<file path="src/rtl/ws2812b_pkg.sv">
// Shared types and helpers for the WS2812B frame path: pixel type, sequencer
// states and the RAM-order to wire-order pixel shuffle.
package ws2812b_pkg;

    typedef logic [23:0] pixel_t;

    typedef enum logic [2:0] {
        S_IDLE,
        S_FETCH,
        S_CAPTURE,
        S_SEND,
        S_DRAIN,
        S_LATCH,
        S_FINISH
    } seq_state_e;

    // 300 us of line-low latch time at a 50 MHz system clock.
    localparam int unsigned DEFAULT_RESET_CYCLES = 15000;

    // RAM stores {R,G,B}; the LEDs expect {G,R,B} on the wire.
    function automatic pixel_t grb_reorder(input pixel_t p);
        return {p[15:8], p[23:16], p[7:0]};
    endfunction

endpackage

</file>
<file path="src/rtl/ws2812b_latch_timer.sv">
// Loadable down-counter that times the line-low latch period. It loads
// RESET_CYCLES-1, so expired_o is raised after exactly RESET_CYCLES run cycles.
module ws2812b_latch_timer #(
    parameter int unsigned RESET_CYCLES = ws2812b_pkg::DEFAULT_RESET_CYCLES
) (
    input  logic clk,
    input  logic rst_n,
    input  logic load_i,
    input  logic run_i,
    output logic expired_o
);
    localparam int CW = $clog2(RESET_CYCLES + 1);
    localparam logic [CW-1:0] LOAD_VAL = CW'(RESET_CYCLES - 1);

    logic [CW-1:0] cnt_q, cnt_d;

    always_comb begin
        cnt_d = cnt_q;
        if (load_i) begin
            cnt_d = LOAD_VAL;
        end else if (run_i && (cnt_q != '0)) begin
            cnt_d = cnt_q - 1'b1;
        end
    end

    always_ff @(posedge clk or negedge rst_n) begin
        if (!rst_n) begin
            cnt_q <= '0;
        end else begin
            cnt_q <= cnt_d;
        end
    end

    assign expired_o = run_i && (cnt_q == '0);

endmodule

</file>
<file path="src/rtl/ws2812b_frame_sequencer.sv">
// Frame controller: reads pixels from the I2C-written RAM, hands them to the
// WS2812B serializer in wire order, then holds the latch time and pulses done.
module ws2812b_frame_sequencer
    import ws2812b_pkg::*;
#(
    parameter int unsigned NUM_LEDS     = 8,
    parameter int unsigned RESET_CYCLES = DEFAULT_RESET_CYCLES,
    parameter bit          GRB_SWAP     = 1'b1,
    localparam int         LED_AW       = $clog2(NUM_LEDS)
) (
    input  logic              clk,
    input  logic              rst_n,
    input  logic              start_i,
    input  logic [LED_AW:0]   num_leds_i,
    output logic              rd_en_o,
    output logic [LED_AW-1:0] rd_addr_o,
    input  pixel_t            rd_data_i,
    output pixel_t            px_data_o,
    output logic              px_valid_o,
    input  logic              px_ready_i,
    input  logic              ser_idle_i,
    output logic              busy_o,
    output logic              done_o
);
    localparam logic [LED_AW:0] MAX_LEDS = (LED_AW+1)'(NUM_LEDS);

    seq_state_e        state_q, state_d;
    logic [LED_AW-1:0] idx_q, idx_d;
    logic [LED_AW:0]   n_q, n_d;
    logic              pend_q, pend_d;
    pixel_t            px_data_q, px_data_d;
    logic              px_valid_q, px_valid_d;

    logic            tmr_load, tmr_run, tmr_expired;
    logic [LED_AW:0] n_clamped;
    logic            last_px;

    assign n_clamped = (num_leds_i > MAX_LEDS) ? MAX_LEDS : num_leds_i;
    assign last_px   = (({1'b0, idx_q} + 1'b1) == n_q);

    always_comb begin
        state_d    = state_q;
        idx_d      = idx_q;
        n_d        = n_q;
        pend_d     = pend_q;
        px_data_d  = px_data_q;
        px_valid_d = px_valid_q;
        tmr_load   = 1'b0;
        tmr_run    = 1'b0;

        // A start that arrives mid-frame (FINISH included) is queued one deep.
        if (start_i && (state_q != S_IDLE)) begin
            pend_d = 1'b1;
        end

        case (state_q)
            S_IDLE: begin
                if (start_i || pend_q) begin
                    n_d     = n_clamped;
                    idx_d   = '0;
                    pend_d  = 1'b0;
                    state_d = (n_clamped == '0) ? S_FINISH : S_FETCH;
                end
            end
            S_FETCH: begin
                state_d = S_CAPTURE;
            end
            S_CAPTURE: begin
                px_data_d  = GRB_SWAP ? grb_reorder(rd_data_i) : rd_data_i;
                px_valid_d = 1'b1;
                state_d    = S_SEND;
            end
            S_SEND: begin
                if (px_ready_i) begin
                    px_valid_d = 1'b0;
                    if (last_px) begin
                        state_d = S_DRAIN;
                    end else begin
                        idx_d   = idx_q + 1'b1;
                        state_d = S_FETCH;
                    end
                end
            end
            S_DRAIN: begin
                if (ser_idle_i) begin
                    tmr_load = 1'b1;
                    state_d  = S_LATCH;
                end
            end
            S_LATCH: begin
                tmr_run = 1'b1;
                if (tmr_expired) begin
                    state_d = S_FINISH;
                end
            end
            S_FINISH: begin
                state_d = S_IDLE;
            end
            default: begin
                state_d = S_IDLE;
            end
        endcase
    end

    always_ff @(posedge clk or negedge rst_n) begin
        if (!rst_n) begin
            state_q    <= S_IDLE;
            idx_q      <= '0;
            n_q        <= '0;
            pend_q     <= 1'b0;
            px_data_q  <= '0;
            px_valid_q <= 1'b0;
        end else begin
            state_q    <= state_d;
            idx_q      <= idx_d;
            n_q        <= n_d;
            pend_q     <= pend_d;
            px_data_q  <= px_data_d;
            px_valid_q <= px_valid_d;
        end
    end

    ws2812b_latch_timer #(
        .RESET_CYCLES(RESET_CYCLES)
    ) u_latch_timer (
        .clk      (clk),
        .rst_n    (rst_n),
        .load_i   (tmr_load),
        .run_i    (tmr_run),
        .expired_o(tmr_expired)
    );

    assign rd_en_o    = (state_q == S_FETCH);
    assign rd_addr_o  = idx_q;
    assign px_data_o  = px_data_q;
    assign px_valid_o = px_valid_q;
    assign busy_o     = (state_q != S_IDLE);
    assign done_o     = (state_q == S_FINISH);

endmodule

</file>
<file path="config.mk">
export PLATFORM = sky130hd
export DESIGN_NAME = ws2812b_frame_sequencer
export DESIGN_NICKNAME = d
export VERILOG_FILES = /design/src/rtl/ws2812b_pkg.sv /design/src/rtl/ws2812b_latch_timer.sv /design/src/rtl/ws2812b_frame_sequencer.sv
export SDC_FILE = /design/constraint.sdc
export NUM_CORES = 1
export LEC_CHECK = 0
export BUFFER_PORTS_ARGS = -buffer_cell sky130_fd_sc_hd__buf_2
export CAP_MARGIN = 0
export CORE_MARGIN = 2
export CORE_UTILIZATION = 53
export CTS_CLUSTER_DIAMETER = 30
export DETAILED_ROUTE_END_ITERATION = 10
export GPL_ROUTABILITY_DRIVEN = 0
export HOLD_SLACK_MARGIN = 0.12
export PLACE_DENSITY = 0.86
export SYNTH_ARGS = -nofsm -noshare
export SYNTH_HDL_FRONTEND = slang
export SYNTH_HIERARCHICAL = 1
export SYNTH_SLANG_ARGS = --single-unit
export TNS_END_PERCENT = 5
</file>
<file path="constraint.sdc">
create_clock -name clk -period 3.4 [get_ports clk]
set_input_delay 0.17 -clock clk [delete_from_list [all_inputs] [get_ports clk]]
set_output_delay 0.17 -clock clk [all_outputs]
set_load 0.01 [all_outputs]
</file>
==> impl_metrics.json <==
{
  "numClockSinks": 50,
  "drv_cap": 0,
  "post-route-drc-count": 0,
  "period_share_pct": 80.9,
  "layout_commonest_cell": "buf_2",
  "dr_wl_met3_um": 241,
  "yosys_warnings": 6,
  "cts_hold_buf": 25,
  "coreArea_mm2": 0.00444,
  "setup_viol": 0,
  "worstMarginPinSlew_ns": 1.08,
  "syn_nets": 249,
  "globalRouteTotalUtil_pct": 27.0,
  "clk_pin_slew_worst_paths_ns": 0.10,
  "finalHoldViolations": 0,
  "ir_drop_mv": 0.573,
  "dp_hpwl_mm": 3.71,
  "syn_to_final_growth_pct": 29.1,
  "cp-start-kind": "flop",
  "ys.flop_type": "dfrtp_1",
  "clk_latency_ns": 0.32,
  "fin_area_mm2": 0.00322,
  "vias_per_cell": 5.85,
  "cp-end-kind": "flop",
  "dieArea_mm2": 0.00527,
  "synthXorXnorAreaFrac_pct": 1.40,
  "hp-class": "input port to flop",
  "hold-worst-slack_ns": 0.140,
  "p_leak_nw": 1.41,
  "synth_mux_area_share_pct": 15.1,
  "synth_compound_area_share_pct": 11.0,
  "drive_above_1_share_pct": 37.2,
  "cts_tree": "done",
  "layoutNonFillerInstCount": 356,
  "path_max_fanout": 13,
  "fin_skew_ns": 0.0151,
  "cp.required_ns": 3.61,
  "post-place-cells": 323,
  "cts_made_buffers": 5,
  "synthesis.area_mm2": 0.00249,
  "fin_crit_ns": 2.75,
  "synth_edf_count": 0,
  "fin_setup_tns_ns": 0,
  "fin_nets": 338,
  "wl_met1_mm": 2.71,
  "ant_nets": 0,
  "worstPathArrival_ns": 2.96,
  "criticalPathCategory": "flop to flop",
  "vias": 2081,
  "dr_wl_met2_mm": 3.40,
  "placed_area_mm2": 0.00285,
  "slew_headroom_pct": 28.2,
  "wl_mm": 6.49,
  "highest_layer": "met4",
  "mostFrequentLayoutCells": "buf_2, dfrtp_1, dlygate4sd3_1",
  "powerDensity_mw_per_mm2": 819,
  "rsz0062_at_grt": "false",
  "grt.overflow.total": 0,
  "slew_viol_final": 0,
  "seq_area_frac_synth_pct": 50.2,
  "cts_resized": 0,
  "asyncSetResetFlopFracSynth_pct": 100,
  "grt_max_degree": 51,
  "start_util_pct": 56.1,
  "cts_buffer_depth": 2,
  "nFillCells": 294,
  "synth-adder-area-share_pct": 1.00,
  "ios": 64,
  "syn_inst": 214,
  "drt_iter0_drc": 171,
  "cts.root.buffer_cell": "clkbuf_8",
  "die_y_um": 72.6,
  "syn_area_per_cell_um2": 11.7,
  "wl_per_cell_um": 18.2,
  "die_x_um": 72.6,
  "synth.distinct_cells": 56,
  "antenna_found_initial": 0,
  "fmax_mhz": 364,
  "cts_setup_buffers": 0,
  "dr.pass1.iters": 4,
  "synthSimpleGateAreaFrac_pct": 18.6,
  "diodes": 0,
  "grt_pass1_vias": 2172,
  "synth_top_family_by_area": "simple AND/OR/NAND/NOR gates",
  "ys_ff_latch": 50,
  "htree_levels": 2,
  "place.port_buffers": 63,
  "status": "completed",
  "grt_first_pass_wirelength_mm": 10.8,
  "rows": 24
}
## cells in the mapped netlist, types with 5 or more instances
library cell / count / area (um^2)
nor2_1: 12 / 45.0
dfrtp_1: 50 / 1250
nor2b_1: 7 / 43.8
o21ai_0: 5 / 25.0
mux2_1: 5 / 56.3
mux2i_1: 5 / 50.1
mux2_2: 24 / 270
nand2_1: 10 / 37.5
nor3_1: 6 / 30.0
a21oi_1: 8 / 40.0
inv_1: 5 / 18.8
## metrics by stage
| stage | setup slack [ns] | power (mW) | utilization (%) |
|---|---|---|---|
| floorplan | 0.859 | 1.77 | - |
| global placement | 0.788 | 2.07 | 64.1 |
| detailed placement | 0.651 | 2.12 | 64.1 |
| CTS | 0.645 | 2.58 | 72.4 |
| global route | 0.340 | 2.80 | 72.4 |
| finish | 0.651 | 2.64 | 72.4 |
## registers in the layout (all words and copies together), names as in the netlist
name / count
n_q: 4
px_data_o: 24
pend_q: 1
u_latch_timer/cnt_q: 14
rd_addr_o: 3
state_q: 3
px_valid_o: 1
## where the power goes
part	switching, mW	leakage, nW	internal (mW)
clock network	0.219	0.0563	0.224
logic	0.527	0.786	0.556
registers	0.255	0.570	0.856
total	1.00	1.41	1.64
## kinds of logic (layout without fill, tap and decap cells)
kind of cell	count (synthesis)	count (layout)
flip-flops	50	50
adder cells (fa/ha/maj)	2	2
AO/OA/AOI/OAI	35	35
AND/OR/NAND/NOR	74	74
XOR/XNOR	4	4
multiplexers	34	34
buffers and inverters	15	105
## worst max-delay path, cell delays in order (launching register included)
cell	delay (ns)
dfrtp_1	0.63
inv_1	0.23
nor3_1	0.22
buf_4	0.18
nand3b_2	0.13
or2_0	0.33
nor3_1	0.24
mux2i_1	0.16
a211o_1	0.32
o221a_1	0.20
## metal layers
metal,global-route usage [%],vias up
met2,45.3,68
met3,4.83,10
met1,35.4,1036
met4,9.88,0
met5,0,-
li1,-,967
## worst paths after layout
| kind | startpoint | endpoint | slack (ns) | cells after the start |
|---|---|---|---|---|
| max | state_q[0] | state_q[0] | 0.65 | 9 |
| min | num_leds_i[3] | n_q[3] | 0.14 | 2 |
| max reg2reg | state_q[0] | state_q[0] | 0.65 | 9 |
| min reg2reg | px_valid_o | px_valid_o | 0.50 | 1 |
| max in group asynchronous | rst_n | u_latch_timer/cnt_q[1] | 2.12 | 2 |
| min in group asynchronous | rst_n | px_data_o[8] | 0.62 | 2 |
## layout make-up
cell class	instances	area [um^2]	share of cell area, %
Timing Repair Buffer	91	588	18.3
Clock buffer	5	68.8	2.14
Clock inverter	3	48.8	1.52
Sequential cell	50	1250	38.9
Tap cell	52	65.1	2.02
Multi-Input combinational cell	149	1170	36.5
Inverter	6	22.5	0.700
(Power assumes the default switching activity.)
